**config.mk**
```make
export PLATFORM = sky130hd
export DESIGN_NAME = alu_board_ctrl_flat
export DESIGN_NICKNAME = d
export VERILOG_FILES = /design/src/rtl/alu_board_ctrl_if.sv /design/src/rtl/alu_board_ctrl.sv /design/src/flat_wrapper.sv
export SDC_FILE = /design/constraint.sdc
export NUM_CORES = 1
export LEC_CHECK = 0
export CAP_MARGIN = 25
export CELL_PAD_IN_SITES_DETAIL_PLACEMENT = 0
export CELL_PAD_IN_SITES_GLOBAL_PLACEMENT = 1
export CORE_MARGIN = 2
export CORE_UTILIZATION = 37
export CTS_CLUSTER_SIZE = 10
export DETAILED_ROUTE_END_ITERATION = 10
export PLACE_DENSITY_LB_ADDON = 0.1
export SYNTH_ARGS = -nofsm -noshare
export SYNTH_HDL_FRONTEND = slang
export SYNTH_SLANG_ARGS = --single-unit
```
**constraint.sdc**
```tcl
create_clock -name clk -period 1.9 [get_ports clk]
set_input_delay 0.475 -clock clk [delete_from_list [all_inputs] [get_ports clk]]
set_output_delay 0.475 -clock clk [all_outputs]
set_load 0.05 [all_outputs]
```
**src/rtl/alu_board_ctrl_if.sv**
```systemverilog
// Board-side signal bundle for alu_board_ctrl: switch bank, raw buttons, ALU
// feedback in; operand/op registers, display data and status out.
interface alu_board_ctrl_if #(
  parameter int WIDTH = 32,
  parameter int OP_W  = 4
);
  logic [WIDTH-1:0] sw;
  logic             btn_load_a;
  logic             btn_load_b;
  logic             btn_load_op;
  logic             btn_page;
  logic [WIDTH-1:0] alu_f;
  logic [3:0]       alu_nzcv;
  logic [WIDTH-1:0] a;
  logic [WIDTH-1:0] b;
  logic [OP_W-1:0]  alu_op;
  logic             cf_in;
  logic             vf_in;
  logic             shift_cout;
  logic [WIDTH-1:0] disp_data;
  logic [1:0]       page;
  logic [3:0]       nzcv_led;
  logic             result_valid;
  logic [2:0]       dbg_loaded;

  // There is no valid/ready handshake here: result_valid is a level that
  // rises once A, B and op have each been loaded and stays high until reset.
  modport slave (
    input  sw, btn_load_a, btn_load_b, btn_load_op, btn_page, alu_f, alu_nzcv,
    output a, b, alu_op, cf_in, vf_in, shift_cout, disp_data, page, nzcv_led,
           result_valid, dbg_loaded
  );

  modport master (
    output sw, btn_load_a, btn_load_b, btn_load_op, btn_page, alu_f, alu_nzcv,
    input  a, b, alu_op, cf_in, vf_in, shift_cout, disp_data, page, nzcv_led,
           result_valid, dbg_loaded
  );
endinterface

```
**src/rtl/alu_board_ctrl.sv**
```systemverilog
// ALU board front end: button sync/debounce, operand/op loading, 4-page display mux.
// Optional macro ALU_BOARD_AUTOPAGE_EN makes load pulses also select the page.
module alu_board_ctrl #(
  parameter int WIDTH   = 32,
  parameter int OP_W    = 4,
  parameter int DEB_CNT = 1000000
) (
  input logic             clk,
  input logic             rst_n,
  alu_board_ctrl_if.slave bus
);
  localparam int NB     = 4;
  localparam int CW     = (DEB_CNT < 2) ? 1 : $clog2(DEB_CNT + 1);
  localparam int BTN_A  = 0;
  localparam int BTN_B  = 1;
  localparam int BTN_OP = 2;
  localparam int BTN_PG = 3;

  typedef enum logic {EMPTY = 1'b0, LOADED = 1'b1} ld_state_e;

  logic [NB-1:0] raw;
  logic [NB-1:0] sync1_q, sync2_q;
  logic [NB-1:0] deb_q, deb_d, deb_dly_q, pulse_q;
  logic [CW-1:0] cnt_q [NB];
  logic [CW-1:0] cnt_d [NB];

  ld_state_e ld_q [3];
  ld_state_e ld_d [3];

  logic [WIDTH-1:0] a_q, b_q, disp_q, disp_d, status;
  logic [OP_W-1:0]  op_q;
  logic             cf_q, vf_q, sc_q;
  logic [1:0]       page_q, page_d;
  logic [3:0]       nzcv_q;
  logic             valid_q;

  assign raw = {bus.btn_page, bus.btn_load_op, bus.btn_load_b, bus.btn_load_a};

  // The counter only runs while the synchronised level disagrees with the
  // accepted level; any agreeing sample throws the partial count away.
  always_comb begin
    for (int i = 0; i < NB; i++) begin
      deb_d[i] = deb_q[i];
      cnt_d[i] = '0;
      if (sync2_q[i] != deb_q[i]) begin
        if (cnt_q[i] == CW'(DEB_CNT - 1)) deb_d[i] = ~deb_q[i];
        else                              cnt_d[i] = cnt_q[i] + CW'(1);
      end
    end
  end

  always_ff @(posedge clk or negedge rst_n) begin
    if (!rst_n) begin
      sync1_q   <= '0;
      sync2_q   <= '0;
      deb_q     <= '0;
      deb_dly_q <= '0;
      pulse_q   <= '0;
      for (int i = 0; i < NB; i++) cnt_q[i] <= '0;
    end else begin
      sync1_q   <= raw;
      sync2_q   <= sync1_q;
      deb_q     <= deb_d;
      deb_dly_q <= deb_q;
      pulse_q   <= deb_q & ~deb_dly_q;
      for (int i = 0; i < NB; i++) cnt_q[i] <= cnt_d[i];
    end
  end

  // Per-operand load tracking: EMPTY -> LOADED on its pulse, only reset returns.
  always_comb begin
    for (int i = 0; i < 3; i++) begin
      ld_d[i] = ld_q[i];
      if (pulse_q[i]) ld_d[i] = LOADED;
    end
  end

  always_ff @(posedge clk or negedge rst_n) begin
    if (!rst_n) begin
      for (int i = 0; i < 3; i++) ld_q[i] <= EMPTY;
    end else begin
      for (int i = 0; i < 3; i++) ld_q[i] <= ld_d[i];
    end
  end

  always_comb begin
    page_d = page_q;
`ifdef ALU_BOARD_AUTOPAGE_EN
    if      (pulse_q[BTN_OP]) page_d = 2'd2;
    else if (pulse_q[BTN_B])  page_d = 2'd1;
    else if (pulse_q[BTN_A])  page_d = 2'd0;
    else if (pulse_q[BTN_PG]) page_d = page_q + 2'd1;
`else
    if (pulse_q[BTN_PG]) page_d = page_q + 2'd1;
`endif
  end

  always_comb begin
    status            = '0;
    status[3:0]       = bus.alu_nzcv;
    status[6:4]       = {cf_q, vf_q, sc_q};
    status[6+OP_W:7]  = op_q;
    case (page_q)
      2'd0:    disp_d = a_q;
      2'd1:    disp_d = b_q;
      2'd2:    disp_d = bus.alu_f;
      default: disp_d = status;
    endcase
  end

  always_ff @(posedge clk or negedge rst_n) begin
    if (!rst_n) begin
      a_q     <= '0;
      b_q     <= '0;
      op_q    <= '0;
      cf_q    <= 1'b0;
      vf_q    <= 1'b0;
      sc_q    <= 1'b0;
      page_q  <= 2'd0;
      disp_q  <= '0;
      nzcv_q  <= 4'd0;
      valid_q <= 1'b0;
    end else begin
      if (pulse_q[BTN_A]) a_q <= bus.sw;
      if (pulse_q[BTN_B]) b_q <= bus.sw;
      if (pulse_q[BTN_OP]) {op_q, cf_q, vf_q, sc_q} <= bus.sw[WIDTH-1 -: OP_W+3];
      page_q  <= page_d;
      disp_q  <= disp_d;
      nzcv_q  <= bus.alu_nzcv;
      valid_q <= (ld_d[0] == LOADED) && (ld_d[1] == LOADED) && (ld_d[2] == LOADED);
    end
  end

  assign bus.a            = a_q;
  assign bus.b            = b_q;
  assign bus.alu_op       = op_q;
  assign bus.cf_in        = cf_q;
  assign bus.vf_in        = vf_q;
  assign bus.shift_cout   = sc_q;
  assign bus.disp_data    = disp_q;
  assign bus.page         = page_q;
  assign bus.nzcv_led     = nzcv_q;
  assign bus.result_valid = valid_q;
  assign bus.dbg_loaded   = {ld_q[2] == LOADED, ld_q[1] == LOADED, ld_q[0] == LOADED};
endmodule

```
**src/flat_wrapper.sv**
```systemverilog
// flat-port wrapper written by rule: the top's interface ports become plain ports
module alu_board_ctrl_flat 
#(
  parameter int WIDTH   = 32,
  parameter int OP_W    = 4,
  parameter int DEB_CNT = 1000000
)
  (clk, rst_n, bus_sw, bus_btn_load_a, bus_btn_load_b, bus_btn_load_op, bus_btn_page, bus_alu_f, bus_alu_nzcv, bus_a, bus_b, bus_alu_op, bus_cf_in, bus_vf_in, bus_shift_cout, bus_disp_data, bus_page, bus_nzcv_led, bus_result_valid, bus_dbg_loaded);
  alu_board_ctrl_if #(.WIDTH(WIDTH), .OP_W(OP_W)) bus_i ();
  input logic clk;
  input logic rst_n;
  input wire logic [$bits(bus_i.sw)-1:0] bus_sw;
  input wire logic [$bits(bus_i.btn_load_a)-1:0] bus_btn_load_a;
  input wire logic [$bits(bus_i.btn_load_b)-1:0] bus_btn_load_b;
  input wire logic [$bits(bus_i.btn_load_op)-1:0] bus_btn_load_op;
  input wire logic [$bits(bus_i.btn_page)-1:0] bus_btn_page;
  input wire logic [$bits(bus_i.alu_f)-1:0] bus_alu_f;
  input wire logic [$bits(bus_i.alu_nzcv)-1:0] bus_alu_nzcv;
  output wire logic [$bits(bus_i.a)-1:0] bus_a;
  output wire logic [$bits(bus_i.b)-1:0] bus_b;
  output wire logic [$bits(bus_i.alu_op)-1:0] bus_alu_op;
  output wire logic [$bits(bus_i.cf_in)-1:0] bus_cf_in;
  output wire logic [$bits(bus_i.vf_in)-1:0] bus_vf_in;
  output wire logic [$bits(bus_i.shift_cout)-1:0] bus_shift_cout;
  output wire logic [$bits(bus_i.disp_data)-1:0] bus_disp_data;
  output wire logic [$bits(bus_i.page)-1:0] bus_page;
  output wire logic [$bits(bus_i.nzcv_led)-1:0] bus_nzcv_led;
  output wire logic [$bits(bus_i.result_valid)-1:0] bus_result_valid;
  output wire logic [$bits(bus_i.dbg_loaded)-1:0] bus_dbg_loaded;
  assign bus_i.sw = bus_sw;
  assign bus_i.btn_load_a = bus_btn_load_a;
  assign bus_i.btn_load_b = bus_btn_load_b;
  assign bus_i.btn_load_op = bus_btn_load_op;
  assign bus_i.btn_page = bus_btn_page;
  assign bus_i.alu_f = bus_alu_f;
  assign bus_i.alu_nzcv = bus_alu_nzcv;
  assign bus_a = bus_i.a;
  assign bus_b = bus_i.b;
  assign bus_alu_op = bus_i.alu_op;
  assign bus_cf_in = bus_i.cf_in;
  assign bus_vf_in = bus_i.vf_in;
  assign bus_shift_cout = bus_i.shift_cout;
  assign bus_disp_data = bus_i.disp_data;
  assign bus_page = bus_i.page;
  assign bus_nzcv_led = bus_i.nzcv_led;
  assign bus_result_valid = bus_i.result_valid;
  assign bus_dbg_loaded = bus_i.dbg_loaded;
  alu_board_ctrl #(.WIDTH(WIDTH), .OP_W(OP_W), .DEB_CNT(DEB_CNT)) u_core (.clk(clk), .rst_n(rst_n), .bus(bus_i));
endmodule
```
==> metrics.md <==
| Metric | Value |
|---|---|
| Reg-to-reg setup timing slack | -60 ps |
| Setup WS post-layout | -57.3 ps |
| Cell accounting for the most synthesized area | dfrtp_1 |
| Design area | 12300 sq um |
| Status | finished, violations left |
| HP Start | u_core.sync1_q[1]$_DFF_PN0_ |
| Antenna cell count | 0 |
| Largest fanout on the critical path | 2 |
| Failing checks | negative setup slack |
| Compound-Gate Fraction of Synth Area | 7.39% |
| RR Endpoint | u_core.deb_q[2]$_DFFE_PN0P_ |
| Ports | between 150 and 200 |
| Worst r2r path cells | 4 |
| Die height | roughly 160 microns |
| Sink Count | 213 |
| Post-synthesis xor/xnor area fraction | 5.26% |
| Final GP Congestion | 0.827 |
| Final max-slew violation count | 0 |
| Final setup violation count | 21 |
| PD cells | 784 nW/um^2 |
| YS warnings | 0 |
| Crit path DAT | 2360 ps |
| Hold depth | 0 |
| Crit end category | register |
| Max_cap viols | 0 |
| Largest family of logic cells by synthesized area | simple AND/OR/NAND/NOR gates |
| Mapped Cells | 755 |
| Seq/Total Area, Yosys | 59.3% |
| Layout cells sized above 1 | 31.2% |
| CTS tree | yes |
| Min-Delay Path Class | reg -> reg |
| Tightest Pin Transition | roughly 560 ps |
| Main synth FF type | dfrtp_1 |
| DRC Markers | 0 |
| Fin crit period | approximately 2000 ps |
| Core Footprint | between 20000 and 25000 sq um |
| Final hold violation count | 0 |
| FF-to-FF Start | u_core.cnt_q[27]$_DFF_PN0_ |
| Reg clk slew, reported paths | 50 ps |
| Post-synthesis adder-cell area fraction | between 1 and 1.5% |
| Syn nets | 837 |
| Antenna Nets Post-Route | 0 |
| Initial antenna violation count | 0 |
| Min-Delay Endpoint | u_core.sync2_q[1]$_DFF_PN0_ |
| Dpl cell area | 11400 sq um |
| First-pass GRT wire length | 39400 microns |
| Setup crit start kind | register |
| Post-DR vias/cell | 5.21 |
| Crit path kind | reg -> reg |
| Post-synth EDFFs | 0 |
| DR iter-0 viols | about 590 |
| 1st-pass router iterations | 9 |
| RSZ-0062 raised after global routing | true |
| Leading post-synthesis cells by cell area | dfrtp_1 (59%), mux2_2 (8.5%), a222oi_1 (3.6%), nor2_1 (3.5%), xnor2_1 (2.6%) |
| Req. time, crit path | 2300 ps |
| Largest net degree at the start of global routing | 54 |
| Synth cell types | 41 |
| Post-synth top area share | about three fifths |
| Port bufs | 186 |
| Synthesized area | 8980 sq um |
| Post-Synth Simple-Gate Area | 14.5% |
| TritonCTS Buffers | 26 |
| CTS Buffer Depth | 3 |
| Vias in the first global route | ~7200 |
| DP HPWL | roughly 17000 microns |
| Routed WL | roughly 24000 microns |
| Die area | approximately 26000 sq um |
| VDD IR-drop max | roughly 600 uV |
| Gr ovfl total | 0 |
| Leak | 5.78 nW |
| Area delta synth->final | 37.2% |
| Max Freq | around 500 MHz |
| Worst Clk Skew | 13.3 ps |
| Place WS | -82.5 ps |
| Nets | 1082 |
| Global Route Usage Sum | a little under a fifth |
| DR WL/cell | 18.4 microns |
| Relative slew slack | 62.5% |
| DR vias | around 6900 |
| Final hold slack | 353 ps |
| Seq cells post-synth | 213 |
| Initial Util | 37.3% |
| Root Driver | clkbuf_16 |
| Number of fill cells | 2198 |
| Clock latency at the later pin of the worst-skew pair | around 520 ps |
| # rows | 57 |
| Synth Area per Inst | 11.9 sq um |
| H-tree levels | 1 |
| Mux cell area share after synthesis | 9.75% |
| Setup TNS | -717 ps |
| Final core occ | 51.1% |
| Post-synth ARST share | 100% |
| Chip Width | 160 microns |
| Tcrit/Tclk final | 103% |
-- repair_timing --
action                                 in CTS  in global routing
gates cloned                                0                  1
gates resized for setup                     6                 12
setup buffers                               1                  2
pin swaps                                   0                  4
setup endpoints to repair                  24                 60
endpoints found under the hold margin      39                  0
hold buffers                                1                  0
-- cell families after synthesis --
logic type	after synthesis
DFF	213
muxes	79
buffers and inverters	61
and+or+nand+nor	250
AOI/OAI and AO/OA	90
xor gates and xnor gates	54
adders and majority gates	8
-- routing by layer --
layer | share of wire, % | global-route usage, %
met1 | 44 | 25.8
met2 | 48 | 31.9
met3 | 5.7 | 3.27
met4 | 2.4 | 5.16
met5 | 0 | 0
-- cell usage after synthesis, types with 2 or more instances --
library cell  number
nor4b_1            2
nand4_1           18
and2_1             4
nand2_1           30
mux2_2            68
clkbuf_1          28
or4b_2             2
xor2_1            27
nor2_1            83
o31ai_1           11
nor4_1            11
nor3_1             9
dfrtp_1          213
a222oi_1          32
and4_1             4
a21oi_1           22
xnor2_1           27
or3_1             11
nand3_1           32
buf_2              8
or2_2              4
o21ai_0           22
or3_2              2
ha_1               8
and3_1            10
mux2i_1           11
nor2b_1            4
inv_1             24
or4_1             14
nand4b_1           3
-- critical path, cell delays in order (launching register included) --
cell     delay, ps
dfrtp_1        370
or4bb_1        500
or4_4          550
nor2_4         120
mux2_4         300
-- layout by cell type (no fill, tap or decap), drive strengths merged, types with 11 or more instances in the layout --
cell type / Yosys / layout
nand2: 30 / 30
clkdlybuf4s50: 0 / 72
buf: 9 / 179
xor2: 27 / 27
xnor2: 27 / 27
dfrtp: 213 / 213
or4: 15 / 15
clkbuf: 28 / 35
or3: 13 / 13
nand4: 18 / 18
inv: 24 / 24
mux2i: 11 / 11
a21oi: 23 / 23
mux2: 68 / 68
o31ai: 11 / 11
a222oi: 32 / 32
nor2: 83 / 83
nor4: 11 / 11
nand3: 33 / 33
o21ai: 23 / 23
and3: 11 / 11
-- flip-flops by register name (all words and copies together) (netlist names) --
signal                   count
u_core.bus.dbg_loaded        3
u_core.sync1_q               4
u_core.bus.a                32
u_core.pulse_q               4
u_core.deb_dly_q             4
u_core.bus.cf_in             1
u_core.sync2_q               4
u_core.bus.disp_data        32
u_core.bus.result_valid      1
u_core.bus.page              2
u_core.bus.nzcv_led          4
u_core.bus.shift_cout        1
u_core.bus.alu_op            4
u_core.deb_q                 4
u_core.bus.vf_in             1
u_core.bus.b                32
u_core.cnt_q                80
-- power by group --
group          switching [mW]  internal (mW)
combinational           0.207          0.206
sequential             0.0253           4.57
clock                    1.78           2.88
-- metrics by stage --
stage / power (mW) / cells
final: 9.67 / 1331
after CTS: 9.81 / 1328
after floorplan: 4.76 / 755
after global routing: 10.1 / 1331
after detailed placement: 5.09 / 1291
after global placement: 5.08 / 1291
-- final cells by class --
cell class	instances	area [sq um]	area share, %
Sequential cell	213	5330	43.2
Clock buffer	34	762	6.18
Clock inverter	1	30.0	0.244
Multi-Input combinational cell	481	3510	28.4
Inverter	24	90.1	0.731
Timing Repair Buffer	254	2200	17.9
Tap cell	324	405	3.29
-- how the worst max path moves through the flow --
| stage | cells after the start | from | end | slack (ps) |
|---|---|---|---|---|
| 3_3_place_gp | 4 | u_core.cnt_q[27]$_DFF_PN0_ | u_core.deb_q[2]$_DFFE_PN0P_ | -80 |
| 5_1_grt | 5 | u_core.cnt_q[27]$_DFF_PN0_ | u_core.cnt_q[27]$_DFF_PN0_ | -110 |
| 4_1_cts | 4 | u_core.cnt_q[27]$_DFF_PN0_ | u_core.deb_q[2]$_DFFE_PN0P_ | -60 |
| 6_report | 4 | u_core.cnt_q[27]$_DFF_PN0_ | u_core.deb_q[2]$_DFFE_PN0P_ | -60 |
| 2_1_floorplan | 4 | u_core.cnt_q[27]$_DFF_PN0_ | u_core.deb_q[2]$_DFFE_PN0P_ | -70 |
| 3_5_place_dp | 5 | u_core.cnt_q[27]$_DFF_PN0_ | u_core.cnt_q[23]$_DFF_PN0_ | -80 |
Power figures use the tool's default switching activity.
